`src/rtl/regfile_write_queue_if.sv`:
```
// ----------------------------------------------------------------------------
// regfile_write_queue_if
//   Bundles the signals around the register-file write queue.
//   Writeback side : wb_valid, wb_ready, wb_sel, wb_dat
//   Register port  : hold, WEN, wsel, wdat
//   Decode lookup  : lk_sel, lk_hit, lk_dat
//   Status         : count (occupied entries, $clog2(DEPTH)+1 bits)
//   Modports: slave  = the queue itself
//             master = the environment (writer, register file, decode)
// ----------------------------------------------------------------------------
interface regfile_write_queue_if #(
    parameter int DEPTH  = 4,
    parameter int DATA_W = 32,
    parameter int SEL_W  = 5
);
    localparam int CNT_W = $clog2(DEPTH) + 1;

    logic              wb_valid;
    logic              wb_ready;
    logic [SEL_W-1:0]  wb_sel;
    logic [DATA_W-1:0] wb_dat;
    logic              hold;
    logic              WEN;
    logic [SEL_W-1:0]  wsel;
    logic [DATA_W-1:0] wdat;
    logic [SEL_W-1:0]  lk_sel;
    logic              lk_hit;
    logic [DATA_W-1:0] lk_dat;
    logic [CNT_W-1:0]  count;

    modport slave (
        input  wb_valid, wb_sel, wb_dat, hold, lk_sel,
        output wb_ready, WEN, wsel, wdat, lk_hit, lk_dat, count
    );

    modport master (
        output wb_valid, wb_sel, wb_dat, hold, lk_sel,
        input  wb_ready, WEN, wsel, wdat, lk_hit, lk_dat, count
    );
endinterface

```
`src/rtl/regfile_write_queue.sv`:
```
// ----------------------------------------------------------------------------
// regfile_write_queue
//   In-order DEPTH-entry write buffer in front of the register-file write
//   port. Accepts writeback requests by valid/ready, issues at most one write
//   per cycle (paused by hold) and offers decode a combinational lookup of the
//   youngest pending value for a register.
//
//   Ports:
//     CLK  - clock
//     RST  - synchronous active-high reset; discards all pending entries
//     bus  - regfile_write_queue_if.slave (writeback, write port, lookup,
//            count)
//
//   Optional build macro: WRQ_COALESCE_EN
//     When defined, a push to the same register as the tail-most pending
//     entry overwrites that entry's data instead of allocating a new one
//     (unless that entry is the head leaving this very cycle).
// ----------------------------------------------------------------------------
module regfile_write_queue #(
    parameter int DEPTH  = 4,
    parameter int DATA_W = 32,
    parameter int SEL_W  = 5
) (
    input logic                   CLK,
    input logic                   RST,
    regfile_write_queue_if.slave  bus
);
    localparam int PTR_W = $clog2(DEPTH);
    localparam int CNT_W = PTR_W + 1;

    typedef enum logic [1:0] {
        ST_EMPTY  = 2'd0,
        ST_ACTIVE = 2'd1,
        ST_HOLD   = 2'd2
    } state_t;

    state_t             state_q, state_d;
    logic [PTR_W-1:0]   head_q, head_d;
    logic [PTR_W-1:0]   tail_q, tail_d;
    logic [CNT_W-1:0]   count_q, count_d;

    logic [SEL_W-1:0]   sel_q [DEPTH];
    logic [DATA_W-1:0]  dat_q [DEPTH];

    logic               push_req;
    logic               alloc;
    logic               coalesce;
    logic               wen;

    // Issue side only looks at registered state and the live hold input, so
    // nothing on wb_* can reach WEN/wsel/wdat combinationally.
    assign wen          = (state_q != ST_EMPTY) && !bus.hold;
    assign bus.WEN      = wen;
    assign bus.wsel     = (state_q != ST_EMPTY) ? sel_q[head_q] : '0;
    assign bus.wdat     = (state_q != ST_EMPTY) ? dat_q[head_q] : '0;
    assign bus.count    = count_q;
    // No pass-through: a full queue refuses even if it pops this cycle.
    assign bus.wb_ready = (count_q < CNT_W'(DEPTH));

    // Register 0 writes complete the handshake but are dropped here.
    assign push_req = bus.wb_valid && bus.wb_ready && (bus.wb_sel != '0);

`ifdef WRQ_COALESCE_EN
    logic [PTR_W-1:0] tail_last;
    assign tail_last = tail_q - PTR_W'(1);
    // The tail-most entry is also the head only when count==1; if it is
    // leaving this cycle, merging into it would lose the new data.
    assign coalesce  = push_req && (count_q != '0)
                     && (sel_q[tail_last] == bus.wb_sel)
                     && !(wen && (count_q == CNT_W'(1)));
`else
    assign coalesce  = 1'b0;
`endif

    assign alloc = push_req && !coalesce;

    // Next-state: pointers, occupancy and FSM state.
    always_comb begin
        head_d  = head_q;
        tail_d  = tail_q;
        count_d = count_q;
        state_d = state_q;

        if (wen)   head_d = head_q + PTR_W'(1);
        if (alloc) tail_d = tail_q + PTR_W'(1);

        if (alloc && !wen)      count_d = count_q + CNT_W'(1);
        else if (!alloc && wen) count_d = count_q - CNT_W'(1);

        // EMPTY tracks occupancy; HOLD/ACTIVE records whether the port was
        // stalled when the last non-empty cycle closed. WEN itself uses the
        // live hold so a release takes effect in the same cycle.
        if (count_d == '0)  state_d = ST_EMPTY;
        else if (bus.hold)  state_d = ST_HOLD;
        else                state_d = ST_ACTIVE;
    end

    always_ff @(posedge CLK) begin
        if (RST) begin
            state_q <= ST_EMPTY;
            head_q  <= '0;
            tail_q  <= '0;
            count_q <= '0;
        end else begin
            state_q <= state_d;
            head_q  <= head_d;
            tail_q  <= tail_d;
            count_q <= count_d;
        end
    end

    // Entry storage: only slots inside [head, head+count) are ever observed,
    // so the array needs no reset.
    always_ff @(posedge CLK) begin
        if (!RST && alloc) begin
            sel_q[tail_q] <= bus.wb_sel;
            dat_q[tail_q] <= bus.wb_dat;
        end
`ifdef WRQ_COALESCE_EN
        if (!RST && coalesce) begin
            dat_q[tail_last] <= bus.wb_dat;
        end
`endif
    end

    // Lookup: one comparator per age slot (0 = head, DEPTH-1 = youngest
    // possible), then the youngest matching slot supplies the data.
    logic [DEPTH-1:0]  age_match;
    logic [DATA_W-1:0] age_dat [DEPTH];

    generate
        for (genvar gi = 0; gi < DEPTH; gi++) begin : g_age
            logic [PTR_W-1:0] idx;
            assign idx           = head_q + PTR_W'(gi);
            assign age_match[gi] = (CNT_W'(gi) < count_q)
                                 && (sel_q[idx] == bus.lk_sel)
                                 && (bus.lk_sel != '0);
            assign age_dat[gi]   = dat_q[idx];
        end
    endgenerate

    always_comb begin
        bus.lk_hit = 1'b0;
        bus.lk_dat = '0;
        for (int i = 0; i < DEPTH; i++) begin
            if (age_match[i]) begin
                bus.lk_hit = 1'b1;
                bus.lk_dat = age_dat[i];
            end
        end
    end
endmodule

```
`src/flat_wrapper.sv`:
```
// flat-port wrapper written by rule: the top's interface ports become plain ports
module regfile_write_queue_flat 
#(
    parameter int DEPTH  = 4,
    parameter int DATA_W = 32,
    parameter int SEL_W  = 5
)
  (CLK, RST, bus_wb_valid, bus_wb_sel, bus_wb_dat, bus_hold, bus_lk_sel, bus_wb_ready, bus_WEN, bus_wsel, bus_wdat, bus_lk_hit, bus_lk_dat, bus_count);
  regfile_write_queue_if #(.DEPTH(DEPTH), .DATA_W(DATA_W), .SEL_W(SEL_W)) bus_i ();
  input logic CLK;
  input logic RST;
  input wire logic [$bits(bus_i.wb_valid)-1:0] bus_wb_valid;
  input wire logic [$bits(bus_i.wb_sel)-1:0] bus_wb_sel;
  input wire logic [$bits(bus_i.wb_dat)-1:0] bus_wb_dat;
  input wire logic [$bits(bus_i.hold)-1:0] bus_hold;
  input wire logic [$bits(bus_i.lk_sel)-1:0] bus_lk_sel;
  output wire logic [$bits(bus_i.wb_ready)-1:0] bus_wb_ready;
  output wire logic [$bits(bus_i.WEN)-1:0] bus_WEN;
  output wire logic [$bits(bus_i.wsel)-1:0] bus_wsel;
  output wire logic [$bits(bus_i.wdat)-1:0] bus_wdat;
  output wire logic [$bits(bus_i.lk_hit)-1:0] bus_lk_hit;
  output wire logic [$bits(bus_i.lk_dat)-1:0] bus_lk_dat;
  output wire logic [$bits(bus_i.count)-1:0] bus_count;
  assign bus_i.wb_valid = bus_wb_valid;
  assign bus_i.wb_sel = bus_wb_sel;
  assign bus_i.wb_dat = bus_wb_dat;
  assign bus_i.hold = bus_hold;
  assign bus_i.lk_sel = bus_lk_sel;
  assign bus_wb_ready = bus_i.wb_ready;
  assign bus_WEN = bus_i.WEN;
  assign bus_wsel = bus_i.wsel;
  assign bus_wdat = bus_i.wdat;
  assign bus_lk_hit = bus_i.lk_hit;
  assign bus_lk_dat = bus_i.lk_dat;
  assign bus_count = bus_i.count;
  regfile_write_queue #(.DEPTH(DEPTH), .DATA_W(DATA_W), .SEL_W(SEL_W)) u_core (.CLK(CLK), .RST(RST), .bus(bus_i));
endmodule
```
`config.mk`:
```
export PLATFORM = sky130hd
export DESIGN_NAME = regfile_write_queue_flat
export DESIGN_NICKNAME = d
export VERILOG_FILES = /design/src/rtl/regfile_write_queue_if.sv /design/src/rtl/regfile_write_queue.sv /design/src/flat_wrapper.sv
export SDC_FILE = /design/constraint.sdc
export NUM_CORES = 1
export LEC_CHECK = 0
export CAP_MARGIN = 40
export CORE_ASPECT_RATIO = 0.9
export CORE_MARGIN = 3
export CORE_UTILIZATION = 50
export CTS_BUF_LIST = sky130_fd_sc_hd__clkbuf_4 sky130_fd_sc_hd__clkbuf_8 sky130_fd_sc_hd__clkbuf_16
export CTS_CLUSTER_DIAMETER = 50
export DETAILED_ROUTE_END_ITERATION = 8
export PLACE_DENSITY_LB_ADDON = 0.2
export SYNTH_ARGS = -nofsm -noshare
export SYNTH_HDL_FRONTEND = slang
export SYNTH_SLANG_ARGS = --single-unit
```
`constraint.sdc`:
```
create_clock -name CLK -period 9.1 [get_ports CLK]
set_clock_uncertainty 0.1 [all_clocks]
set_input_delay 1.82 -clock CLK [delete_from_list [all_inputs] [get_ports CLK]]
set_output_delay 1.82 -clock CLK [all_outputs]
set_load 0.01 [all_outputs]
```
==> results.ini <==
[outcome]
status = finished, final reports clean

[drt]
vias_per_cell = 6.63
wl_um = 27500
drt_iter0_markers = 614
drc = 0
wl_per_cell_um = 24.4
vias = 7464
drtPass1Iterations = 4
drtAntennaViolNets = 0

[setup_path]
cpMostUsedCell = clkdlybuf4s50_1
cp_cell_sequence = clkdlybuf4s50_1 > xnor2_1 > or3_1 > a211oi_4 > buf_4 > a21o_2 > buf_12 > o221ai_1 > clkdlybuf4s50_1
critPathRequiredTime_ns = 7.18
crit_type = in2out
cp_slowest_cell = clkdlybuf4s50_1
cp-startpoint = bus_lk_sel[3]
crit_path_start_kind = input port
critPathMaxStageDelay_ns = 0.68
worstPathArrival_ns = 5.26
r2r_start = u_core.bus.count[2]
path_max_fanout = 33
critPathCaptureType = output port

[yosys]
synth_cell_types = 42
yosys.area_share.adder_pct = 0.941
synth_top_area_share_pct = 42.8
synth-seq-area-share_pct = 45.0
synth.area.top_cells = edfxtp_1, mux4_2, mux2i_1
syn_area_mm2 = 0.0104
synth_top_family_by_area = multiplexers
synth_xor_area_share_pct = 2.11
ys.flop_type = edfxtp_1
synth_cells = 777
yosys.area_share.simple_pct = 10.4
async_reset_ff_share_pct = 0
synth_area_per_cell_um2 = 13.4
synth_compound_area_share_pct = 9.44
ys.warnings.count = 0
synth_edf_count = 148
netlist.top_cell.by_area = edfxtp_1
ys_seq_elements = 159
synth.area.mux_share_pct = 28.3
synthesis.nets = 830

[place]
post-dp-hpwl_um = 17700
place_ws_ns = 1.91
place_area_mm2 = 0.0118
numPortBuffers = 120
routabilityCongestion = 0.864

[timing]
tightest_slew_ns = 0.949
slew_headroom_pct = 36.7
rsz0062_at_grt = no
fmax_mhz = 139
finalSetupTns_ns = 0
fin_crit_sh_pct = 78.9
hold_viol_final = 0
period_minus_slack_ns = 7.18
layout_setup_ws_ns = 1.92
finalSetupViolCount = 0
slew_violations = 0

[clocking]
cts_hold_buf = 0
clk_latency_ns = 0.42
cts_setup_buffers = 0
clk_path_buf_depth = 2
path_clk_slew_ns = 0.06
cts_buffers = 17
tritoncts = done
clockRootBuffer = clkbuf_16
clock-sinks = 159
ctsResizeCount = 0
htreeDepth = 4

[grt]
grt_max_degree = 94
antenna_found_initial = 1
grt_overflow = 0
grt_pass1_vias = 7519
grt_usage_pct = 24.9
grt_pass1_wl_um = 42900

[layout]
drive_gt1_share_pct = 23.6
final_common_cell = edfxtp_1
fin_area_mm2 = 0.0123
nets = 910
final_util_pct = 61.0
fillers = 1544
layout_common_cells = edfxtp_1, clkdlybuf4s50_1, mux4_2
syn2layout_area_growth_pct = 18.7

[floorplan]
initial_core_util_pct = 51.4
io_pins = 121
dieArea_mm2 = 0.0225
die_h_um = 143
num_rows = 49
core_area_mm2 = 0.0202
die_w_um = 158

[pwr]
power_mw = 2.39
peakVddDrop_mv = 0.132
pwr_density_cell_mw_per_mm2 = 194
p_leak_nw = 3.55

[hold_path]
worstHoldStart = u_core.bus.count[1]
hold_class = reg2reg

[job]
drv_cap = 0

-- final timing paths --
kind | endpoint | slack, ns | depth (start not counted)
setup reg to reg | u_core.dat_q[2][20] | 6.59 | 5
hold reg to reg | u_core.bus.count[1] | 0.49 | 2
setup / recovery | bus_lk_dat[31] | 1.92 | 9
hold / removal | u_core.bus.count[1] | 0.49 | 2
-- through the flow --
| step | hold WS, ns | cells |
|---|---|---|
| after floorplan | 0.418 | 777 |
| after global placement | 0.438 | 1088 |
| after detailed placement | 0.482 | 1093 |
| after CTS | 0.493 | 1125 |
| after global routing | 0.535 | 1126 |
| final | 0.495 | 1126 |
-- synth_stat cells, types with 29 or more instances --
library cell  instances
nand2_1              68
clkbuf_1             39
nand3_1              35
o211ai_1             32
o21ai_0              36
mux4_2               76
o221ai_2             29
mux2_2               32
edfxtp_1            148
nor3b_1              31
mux2i_1              71
nor2b_1              38
-- cell families after synthesis --
group           after synthesis
compound gates              112
xor+xnor                     25
fa+ha+maj                     8
buf+inv                      83
flops                       159
mux                         185
simple gates                205
-- state kept, by name, summed over array words and instances, names as in the netlist, named ones only --
register          flops
u_core.bus.count      3
u_core.state_q        2
u_core.sel_q         20
u_core.head_q         2
u_core.tail_q         2
u_core.dat_q        128
-- metal layers --
layer  vias up  routed length, um  track usage (%)
met2       322              14000             41.2
met4         0                464             8.13
met1      3846              11100             33.8
met3        36               1930             4.42
li1       3260                  -                -
met5         -                  0                0
-- power breakdown --
part	total (mW)	switching, mW	leakage [nW]	internal [mW]
combinational	0.836	0.410	1.83	0.426
clock	0.640	0.265	0.279	0.374
sequential	0.917	0.0679	1.44	0.849
-- critical path, delay by kind of cell --
family	cells	cell delay, ns
xor gates and xnor gates	1	0.13
and+or+nand+nor	1	0.40
AOI/OAI and AO/OA	3	0.99
buffers and inverters	4	1.90
-- area by class of cell --
type	instances	area, um2	share of cell area [%]
Multi-Input combinational cell	535	5350	43.5
Sequential cell	159	4670	38.0
Timing Repair Buffer	138	1410	11.4
Clock buffer	24	490	3.98
Tap cell	255	319	2.59
Clock inverter	8	41.3	0.335
Inverter	6	22.5	0.183
Antenna cell	1	2.50	0.0203
(Power assumes the default switching activity.)
